--- src/rtl/uart_pkg.sv ---
// Shared defaults for the UART receive FIFO slice.
package uart_pkg;

   localparam int unsigned DefDbit  = 8;
   localparam int unsigned DefDepth = 16;

   function automatic int unsigned ptr_width(int unsigned depth);
      return $clog2(depth);
   endfunction

   localparam int unsigned DefPtrW = ptr_width(DefDepth);

endpackage

--- src/rtl/uart_rx_fifo_if.sv ---
// Receiver push side, consumer pop side and status flags of the RX FIFO.
interface uart_rx_fifo_if
   import uart_pkg::*;
#(
   parameter int unsigned DBIT  = DefDbit,
   parameter int unsigned DEPTH = DefDepth
) ();

   localparam int unsigned CntW = ptr_width(DEPTH) + 1;

   logic            rx_done;
   logic [DBIT-1:0] rx_dout;
   logic            m_valid;
   logic            m_ready;
   logic [DBIT-1:0] m_data;
   logic            full;
   logic            empty;
   logic [CntW-1:0] count;
   logic            overrun;
   logic            ovr_clr;

   modport slave (
      input  rx_done, rx_dout, m_ready, ovr_clr,
      output m_valid, m_data, full, empty, count, overrun
   );

   modport master (
      output rx_done, rx_dout, m_ready, ovr_clr,
      input  m_valid, m_data, full, empty, count, overrun
   );

endinterface

--- src/rtl/uart_fifo_mem.sv ---
// FIFO storage: register array, synchronous write, asynchronous read, no reset.
module uart_fifo_mem
   import uart_pkg::*;
#(
   parameter int unsigned DBIT  = DefDbit,
   parameter int unsigned DEPTH = DefDepth
) (
   input  logic                       clk,
   input  logic                       we_i,
   input  logic [ptr_width(DEPTH)-1:0] waddr_i,
   input  logic [DBIT-1:0]            wdata_i,
   input  logic [ptr_width(DEPTH)-1:0] raddr_i,
   output logic [DBIT-1:0]            rdata_o
);

   logic [DBIT-1:0] mem [DEPTH];

   always_ff @(posedge clk) begin
      if (we_i) begin
         mem[waddr_i] <= wdata_i;
      end
   end

   assign rdata_o = mem[raddr_i];

endmodule

--- src/rtl/uart_rx_fifo.sv ---
// First-word-fall-through FIFO behind the UART receiver, with sticky overrun flag.
module uart_rx_fifo
   import uart_pkg::*;
#(
   parameter int unsigned DBIT  = DefDbit,
   parameter int unsigned DEPTH = DefDepth
) (
   input  logic          clk,
   input  logic          reset,
   uart_rx_fifo_if.slave bus
);

   localparam int unsigned PtrW = ptr_width(DEPTH);
   localparam int unsigned CntW = PtrW + 1;

   logic [PtrW-1:0] wptr_q, wptr_d;
   logic [PtrW-1:0] rptr_q, rptr_d;
   logic [CntW-1:0] count_q, count_d;
   logic            overrun_q, overrun_d;
   logic            full, empty, push, pop, drop;
   logic [DBIT-1:0] rdata;

   assign empty = (count_q == '0);
   assign full  = (count_q == CntW'(DEPTH));
   assign pop   = ~empty & bus.m_ready;
   // A pop in the same cycle frees the slot, so a full FIFO can still accept.
   assign push  = bus.rx_done & (~full | pop);
   assign drop  = bus.rx_done & full & ~pop;

   always_comb begin
      wptr_d    = wptr_q;
      rptr_d    = rptr_q;
      count_d   = count_q;
      overrun_d = overrun_q;
      if (push) begin
         wptr_d = wptr_q + 1'b1;
      end
      if (pop) begin
         rptr_d = rptr_q + 1'b1;
      end
      case ({push, pop})
         2'b10:   count_d = count_q + 1'b1;
         2'b01:   count_d = count_q - 1'b1;
         default: count_d = count_q;
      endcase
      // A new drop wins over a simultaneous clear.
      if (drop) begin
         overrun_d = 1'b1;
      end else if (bus.ovr_clr) begin
         overrun_d = 1'b0;
      end
   end

   always_ff @(posedge clk or posedge reset) begin
      if (reset) begin
         wptr_q    <= '0;
         rptr_q    <= '0;
         count_q   <= '0;
         overrun_q <= 1'b0;
      end else begin
         wptr_q    <= wptr_d;
         rptr_q    <= rptr_d;
         count_q   <= count_d;
         overrun_q <= overrun_d;
      end
   end

   uart_fifo_mem #(
      .DBIT  (DBIT),
      .DEPTH (DEPTH)
   ) u_mem (
      .clk     (clk),
      .we_i    (push),
      .waddr_i (wptr_q),
      .wdata_i (bus.rx_dout),
      .raddr_i (rptr_q),
      .rdata_o (rdata)
   );

   assign bus.m_valid = ~empty;
   assign bus.m_data  = rdata;
   assign bus.full    = full;
   assign bus.empty   = empty;
   assign bus.count   = count_q;
   assign bus.overrun = overrun_q;

endmodule

--- src/flat_wrapper.sv ---
// flat-port wrapper written by rule: the top's interface ports become plain ports
module uart_rx_fifo_flat import uart_pkg::*;
#(
   parameter int unsigned DBIT  = DefDbit,
   parameter int unsigned DEPTH = DefDepth
)
  (clk, reset, bus_rx_done, bus_rx_dout, bus_m_ready, bus_ovr_clr, bus_m_valid, bus_m_data, bus_full, bus_empty, bus_count, bus_overrun);
  uart_rx_fifo_if #(.DBIT(DBIT), .DEPTH(DEPTH)) bus_i ();
  input  logic clk;
  input  logic reset;
  input wire logic [$bits(bus_i.rx_done)-1:0] bus_rx_done;
  input wire logic [$bits(bus_i.rx_dout)-1:0] bus_rx_dout;
  input wire logic [$bits(bus_i.m_ready)-1:0] bus_m_ready;
  input wire logic [$bits(bus_i.ovr_clr)-1:0] bus_ovr_clr;
  output wire logic [$bits(bus_i.m_valid)-1:0] bus_m_valid;
  output wire logic [$bits(bus_i.m_data)-1:0] bus_m_data;
  output wire logic [$bits(bus_i.full)-1:0] bus_full;
  output wire logic [$bits(bus_i.empty)-1:0] bus_empty;
  output wire logic [$bits(bus_i.count)-1:0] bus_count;
  output wire logic [$bits(bus_i.overrun)-1:0] bus_overrun;
  assign bus_i.rx_done = bus_rx_done;
  assign bus_i.rx_dout = bus_rx_dout;
  assign bus_i.m_ready = bus_m_ready;
  assign bus_i.ovr_clr = bus_ovr_clr;
  assign bus_m_valid = bus_i.m_valid;
  assign bus_m_data = bus_i.m_data;
  assign bus_full = bus_i.full;
  assign bus_empty = bus_i.empty;
  assign bus_count = bus_i.count;
  assign bus_overrun = bus_i.overrun;
  uart_rx_fifo #(.DBIT(DBIT), .DEPTH(DEPTH)) u_core (.clk(clk), .reset(reset), .bus(bus_i));
endmodule
--- config.mk ---
export PLATFORM = sky130hd
export DESIGN_NAME = uart_rx_fifo_flat
export DESIGN_NICKNAME = d
export VERILOG_FILES = /design/src/rtl/uart_pkg.sv /design/src/rtl/uart_rx_fifo_if.sv /design/src/rtl/uart_fifo_mem.sv /design/src/rtl/uart_rx_fifo.sv /design/src/flat_wrapper.sv
export SDC_FILE = /design/constraint.sdc
export NUM_CORES = 1
export LEC_CHECK = 0
export ABC_AREA = 1
export BUFFER_PORTS_ARGS = -buffer_cell sky130_fd_sc_hd__buf_2
export CORE_MARGIN = 3
export CORE_UTILIZATION = 56
export DETAILED_ROUTE_END_ITERATION = 8
export GPL_TIMING_DRIVEN = 0
export PLACE_DENSITY = 0.83
export REMOVE_ABC_BUFFERS = 1
export SETUP_SLACK_MARGIN = 0.1
export SYNTH_ARGS = -nofsm -noshare
export SYNTH_HDL_FRONTEND = slang
export SYNTH_SLANG_ARGS = --single-unit
--- constraint.sdc ---
create_clock -name clk -period 4.51 [get_ports clk]
set_input_delay 0.2255 -clock clk [delete_from_list [all_inputs] [get_ports clk]]
set_output_delay 0.2255 -clock clk [all_outputs]
set_load 0.05 [all_outputs]
; After elaboration in Yosys (flattened, before gate mapping)
; Memories as Yosys holds them, arrays and structs flattened.
; Index checks and enable logic that the tools add are counted.
[totals]
register_bits = 14
ramBits = 128
in_bits = 13
memories = 1
[classes]
eq_ne = 3
n_bitwise = 8
reduce_logical = 3
mux = 5
n_addsub = 4
[mem_list]
columns = memory, words, width, rd, rd_ports_with_merged_regs, write_ports, line_no
row1 = u_core.u_mem.mem, 16, 8, 1, 0, 1, uart_fifo_mem.sv:16  ; logic [DBIT-1:0] mem [DEPTH];
[op_table]
columns = op, n
row1 = 5-bit case mux with 2 select lines, 1
row2 = 4-bit by 1-bit adder with 4-bit output (second input constant), 2
row3 = 5-bit by 1-bit adder with 5-bit output (second input constant), 1
row4 = 5-bit equality test (second input constant), 1
row5 = 5-bit zero test, 1
row6 = 5-bit by 1-bit subtractor with 5-bit output (second input constant), 1
row7 = 1-bit AND, 4
row8 = 1-bit 2-to-1 mux, 4
row9 = 2-bit nonzero test, 2
row10 = 1-bit NOT, 3
row11 = 2-bit by 1-bit equality test with 1-bit output (second input constant), 1
row12 = 2-bit equality test (second input constant), 1
row13 = 1-bit OR, 1

; Longest topological paths before layout
[depth]
ltp_word = 7
depth_mapped = 14
mapped_depth_nobuf = 14

; Cells and area by module
; A second synthesis with hierarchy kept.
[hier_totals]
cells_unflattened = 620
hier_area_um2 = 6381.1
[modules_own_cells]
columns = module, n_inst, cells_each, area_per_inst_um2, seq_area_each_um2
row1 = uart_fifo_mem, 1, 543, 5606.6, 3843.7
row2 = uart_rx_fifo, 1, 77, 774.5, 350.3

; Least setup slack after synthesis
; OpenSTA, ideal clock, no wires.
[synth_timing]
path_type = register -> register
start = register u_core.count_q[1], in the netlist u_core.bus.count[1]
end = register u_core.count_q[4], in the netlist u_core.bus.count[4]
period_less_slack_ps = 2528
setup_time_ps = 113
stages_incl_launch_ff = 14
arrival_ps = 2415
n_path_buf = 0
setup_slack_ps = 1982
t_required_ps = 4397
cell_sequence = dfrtp_1 > nor2_1 > nand3_2 > nand2_4 > inv_4 > nand2_4 > inv_1 > fa_1 > nand3_1 > nand3_1 > nand2_1 > nand3_1 > nand2_1 > inv_1
[synth_between]
elab_chain_len = 7
word_cells_on_any_way = 13
classes_between = add/sub: 2 / eq/ne: 3 / mux: 1 / bitwise: 5 / reduce/logical: 2
[synth_lines]
columns = element, line_no
row1 = from (decl), uart_rx_fifo.sv:18  ; logic [CntW-1:0] count_q, count_d;
row2 = from (signal assigned), uart_rx_fifo.sv:63  ; count_q <= count_d;
row3 = 5-bit zero test *, uart_rx_fifo.sv:23  ; assign empty = (count_q == '0);
row4 = 1-bit NOT *, n/a
row5 = named net bus_m_valid, flat_wrapper.sv:15  ; output wire logic [$bits(bus_i.m_valid)-1:0] bus_m_valid;
row6 = 1-bit AND *, uart_rx_fifo.sv:25  ; assign pop = ~empty & bus.m_ready;
row7 = 1-bit OR, uart_rx_fifo.sv:27  ; assign push = bus.rx_done & (~full | pop);
row8 = 1-bit AND, uart_rx_fifo.sv:27
row9 = 2-bit by 1-bit equality test with 1-bit output / 2-bit equality test (equally long branches), uart_rx_fifo.sv:41  ; case ({push, pop})
row10 = 5-bit case mux with 2 select lines / 2-bit nonzero test (equally long branches), n/a
; The timed path passes the listed nets; every way through them passes the cells marked *.
; A chain may end at the register's enable or synchronous reset.

; Worst setup path after layout
[layout_timing]
start = register u_core.rptr_q[2]
end = output port bus_m_data[0]
[layout_between]
elab_chain_len = 1
[layout_lines]
columns = element, line_no
row1 = from (decl), uart_rx_fifo.sv:17  ; logic [PtrW-1:0] rptr_q, rptr_d;
row2 = from (signal assigned), uart_rx_fifo.sv:62  ; rptr_q <= rptr_d;
row3 = memory read 16 x 8 bit, n/a
row4 = to (decl), flat_wrapper.sv:16  ; output wire logic [$bits(bus_i.m_data)-1:0] bus_m_data;
; Every way passes these cells.

==> out/metrics.cfg <==
[yosys]
syn-cell-area_sq_um = 6000
ys_ff_latch = 142
synth_top_cell_area_share = 0.641
yosysUniqueCellTypes = 30
synth_enable_flop_cells = 128
seq_area_frac_synth = 0.699
ys_top_cells_by_area = edfxtp_1, nor2_1, dfrtp_1
post_synth.cell_area_avg_sq_um = 12.4
syn_inst = 484
synthArstFlopShare = 0.0986
synth-main-ff-cell = edfxtp_1
yosys_warnings = 0
post_synth_top_area_cell = edfxtp_1

[drt]
drc_errors = 0
drt-total-wl_mm = 12.7
route.antenna.remaining_nets = 0
wl_cell_um = 19.3
via_density = 5.97
detailroute.via_count = 3931
drt-pass1-iter-count = 6
initialDrtViolationCount = 512

[finish]
final.fill_count = 734
area_growth_pct = 13.1
post_route_cells_drive_above_1_share = 0.145
num_antenna_cells = 0
stdcell_count = 659
multi_input_comb_area_sq_um = 1550
seqCellArea_sq_um = 4200
final_net_count = 532

[clock_network]
clkSlewWorstSetupHoldPaths_ns = 0.06
cts_root_buf = clkbuf_8
insertion_delay_ns = 0.53
numCtsBuffers = 17
maximum_root_to_sink_buffer_count = 2
cts_htree_levels = 4
cts_tree = done
tritoncts_num_sinks = 142

[setup_path]
worst_path_largest_cell_delay_ns = 0.89
crit_path_end_kind = output pin
cp_slowest_cell = dfrtp_1
rr_endpoint = u_core.u_mem.mem[12][6]
setup.reg_to_reg.worst_slack_ns = 2.32
critical_path.cell_chain = clkinv_1 -> o211ai_1 -> nand3_1 -> nand2_1 -> buf_2
crit_start = u_core.rptr_q[2]
worst_setup_sp_type = register
required_ns = 4.28
path_buf_inv = 2
r2r_cells = 8
cp_top_family = buffers and inverters
timing.critical_path.fanout_max = 18
reg2reg_from = u_core.bus.count[1]
cp_data_arrival_time_ns = 3.18
crit_type = reg2out

[die]
core_region_area_sq_um = 10400
design.portCount = 30
placement_rows = 37
fp.dieW_um = 109
die_y_um = 109
floorplan.initialDensity = 0.578
dieArea_sq_um = 12000

[global_routing]
grt_pass1_vias = 3716
first_pass_grt_wire_length_mm = 19.4
globalRouteTotalUtil = 0.223
grt_max_degree = 59
antenna_found_initial = 0
overflow_left_after_global_routing = 0

[power_and_ir_drop]
p_leak_nw = 2.43
ir_drop_mv = 0.543
power.density_nw_per_um2 = 717

[placed_design]
port_buffers = 29
numPlacedInstances = 625
dp_hpwl_mm = 7.37
gp_routability_congestion = 0.784

[timing]
period_minus_slack_ns = 3.41
layout_worst_path_cycle_share = 0.755
worst_slew_pin_slew_ns = 1.04
max_freq_mhz = 294
setup_viol = 0
finalSetupTns_ns = 0
setup_clock_skew_after_layout_ns = 0.00871
rsz0062_at_grt = false
maxSlewViolCount = 0
hold_viol = 0
timing.max_slew.rel_slack = 0.306

[hold_path]
worst_hold_path_type = in2reg
worstHoldStart = bus_m_ready
min_delay_worst_endpoint = u_core.bus.overrun
min_delay_path_depth = 4

[status]
status = completed

[run]
cap_viol_max_count = 0

[sequential cells by signal (all words and copies together) (netlist names)]
register            cells
u_core.bus.overrun      1
u_core.u_mem.mem      128
u_core.bus.count        5
u_core.wptr_q           4
u_core.rptr_q           4
[routing by layer]
layer | track usage | wire [um] | share of wire | up-vias
li1 | - | - | - | 1779
met1 | 0.300 | 5010 | 0.39 | 1874
met2 | 0.351 | 6100 | 0.48 | 240
met3 | 0.0517 | 1160 | 0.091 | 38
met4 | 0.0980 | 448 | 0.035 | 0
met5 | 0 | 0 | 0 | -
[what timing repair did]
action / 4_1_cts / 5_1_grt
resized for setup: 0 / 0
endpoints found under the hold margin: 15 / 0
buffers inserted: 0 / 0
hold buffers: 2 / 0
[cell families (layout without fill, tap and decap cells)]
logic type                 count (synthesis)  after routing  synth area share
DFF                                      142            142             0.700
and+or+nand+nor                          162            162             0.117
buffers and inverters                     51             90            0.0428
AOI/OAI and AO/OA                        111            111             0.106
xor gates and xnor gates                   9              9            0.0144
adders and majority gates                  9              9            0.0200
[cell type report]
cell class / count / share of cell area
sequential: 142 / 0.619
inverter: 26 / 0.0151
clock buffer: 18 / 0.0616
clock inverter: 14 / 0.0245
timing repair buffer: 32 / 0.0273
tap: 136 / 0.0251
multi-input combinational: 291 / 0.228
[report_power, final]
part	internal, mW	total (mW)	switching (mW)
Combinational	0.458	1.66	1.20
Clock	0.841	1.37	0.530
Sequential	1.61	1.83	0.226
[stage by stage]
stage	hold slack, ns	utilization	setup WS, ns	cell area (sq um)	power [mW]
2_1_floorplan	0.115	-	1.65	5840	2.96
3_3_place_gp	0.295	0.594	0.374	6160	3.41
3_5_place_dp	0.312	0.596	1.71	6180	3.49
4_1_cts	0.0221	0.654	1.12	6780	4.86
5_1_grt	0.0385	0.654	0.968	6780	5.10
6_report	0.0392	0.654	1.10	6780	4.87
[Yosys cell counts (2+ instances only)]
cell type,n
inv_1,20
buf_2,11
inv_4,2
dfrtp_1,14
nand2_2,2
a21oi_1,11
ha_1,8
inv_2,3
edfxtp_1,128
nand2_1,26
buf_6,4
nor2_1,102
nand3_2,2
clkbuf_1,4
buf_4,4
o21ai_0,66
o211ai_1,32
xnor2_1,2
nand2_4,4
xor2_1,6
nand3_1,24
[placed cells by master, fill, tap and decap left out, types with 4 or more instances in the layout]
master	Yosys	final
nand2_4	4	4
clkbuf_16	0	16
nand3_1	24	24
dfrtp_1	14	12
o211ai_1	32	32
buf_2	11	29
clkinvlp_4	0	4
edfxtp_1	128	128
xor2_1	6	6
ha_1	8	8
a21oi_1	11	11
o21ai_0	66	66
inv_1	20	20
clkinv_1	1	4
nand2_1	26	26
nor2_1	102	102
[how the worst max path moves through the flow]
stage / endpoint / slack [ns] / cells past startpoint
after floorplan: bus_m_data[6] / 1.65 / 7
after global placement: bus_m_data[4] / 0.37 / 8
after detailed placement: bus_m_data[0] / 1.71 / 7
after CTS: bus_m_data[0] / 1.12 / 7
after global routing: bus_m_data[3] / 0.97 / 9
final: bus_m_data[0] / 1.10 / 5
[worst reg2reg max path: cells and delay by family (launching register included)]
kind	cells	cell delay (ns)
AND/OR/NAND/NOR	6	1.20
buffers and inverters	2	0.15
flip-flops	1	0.45
No activity file was read; power rests on OpenSTA's default activity.
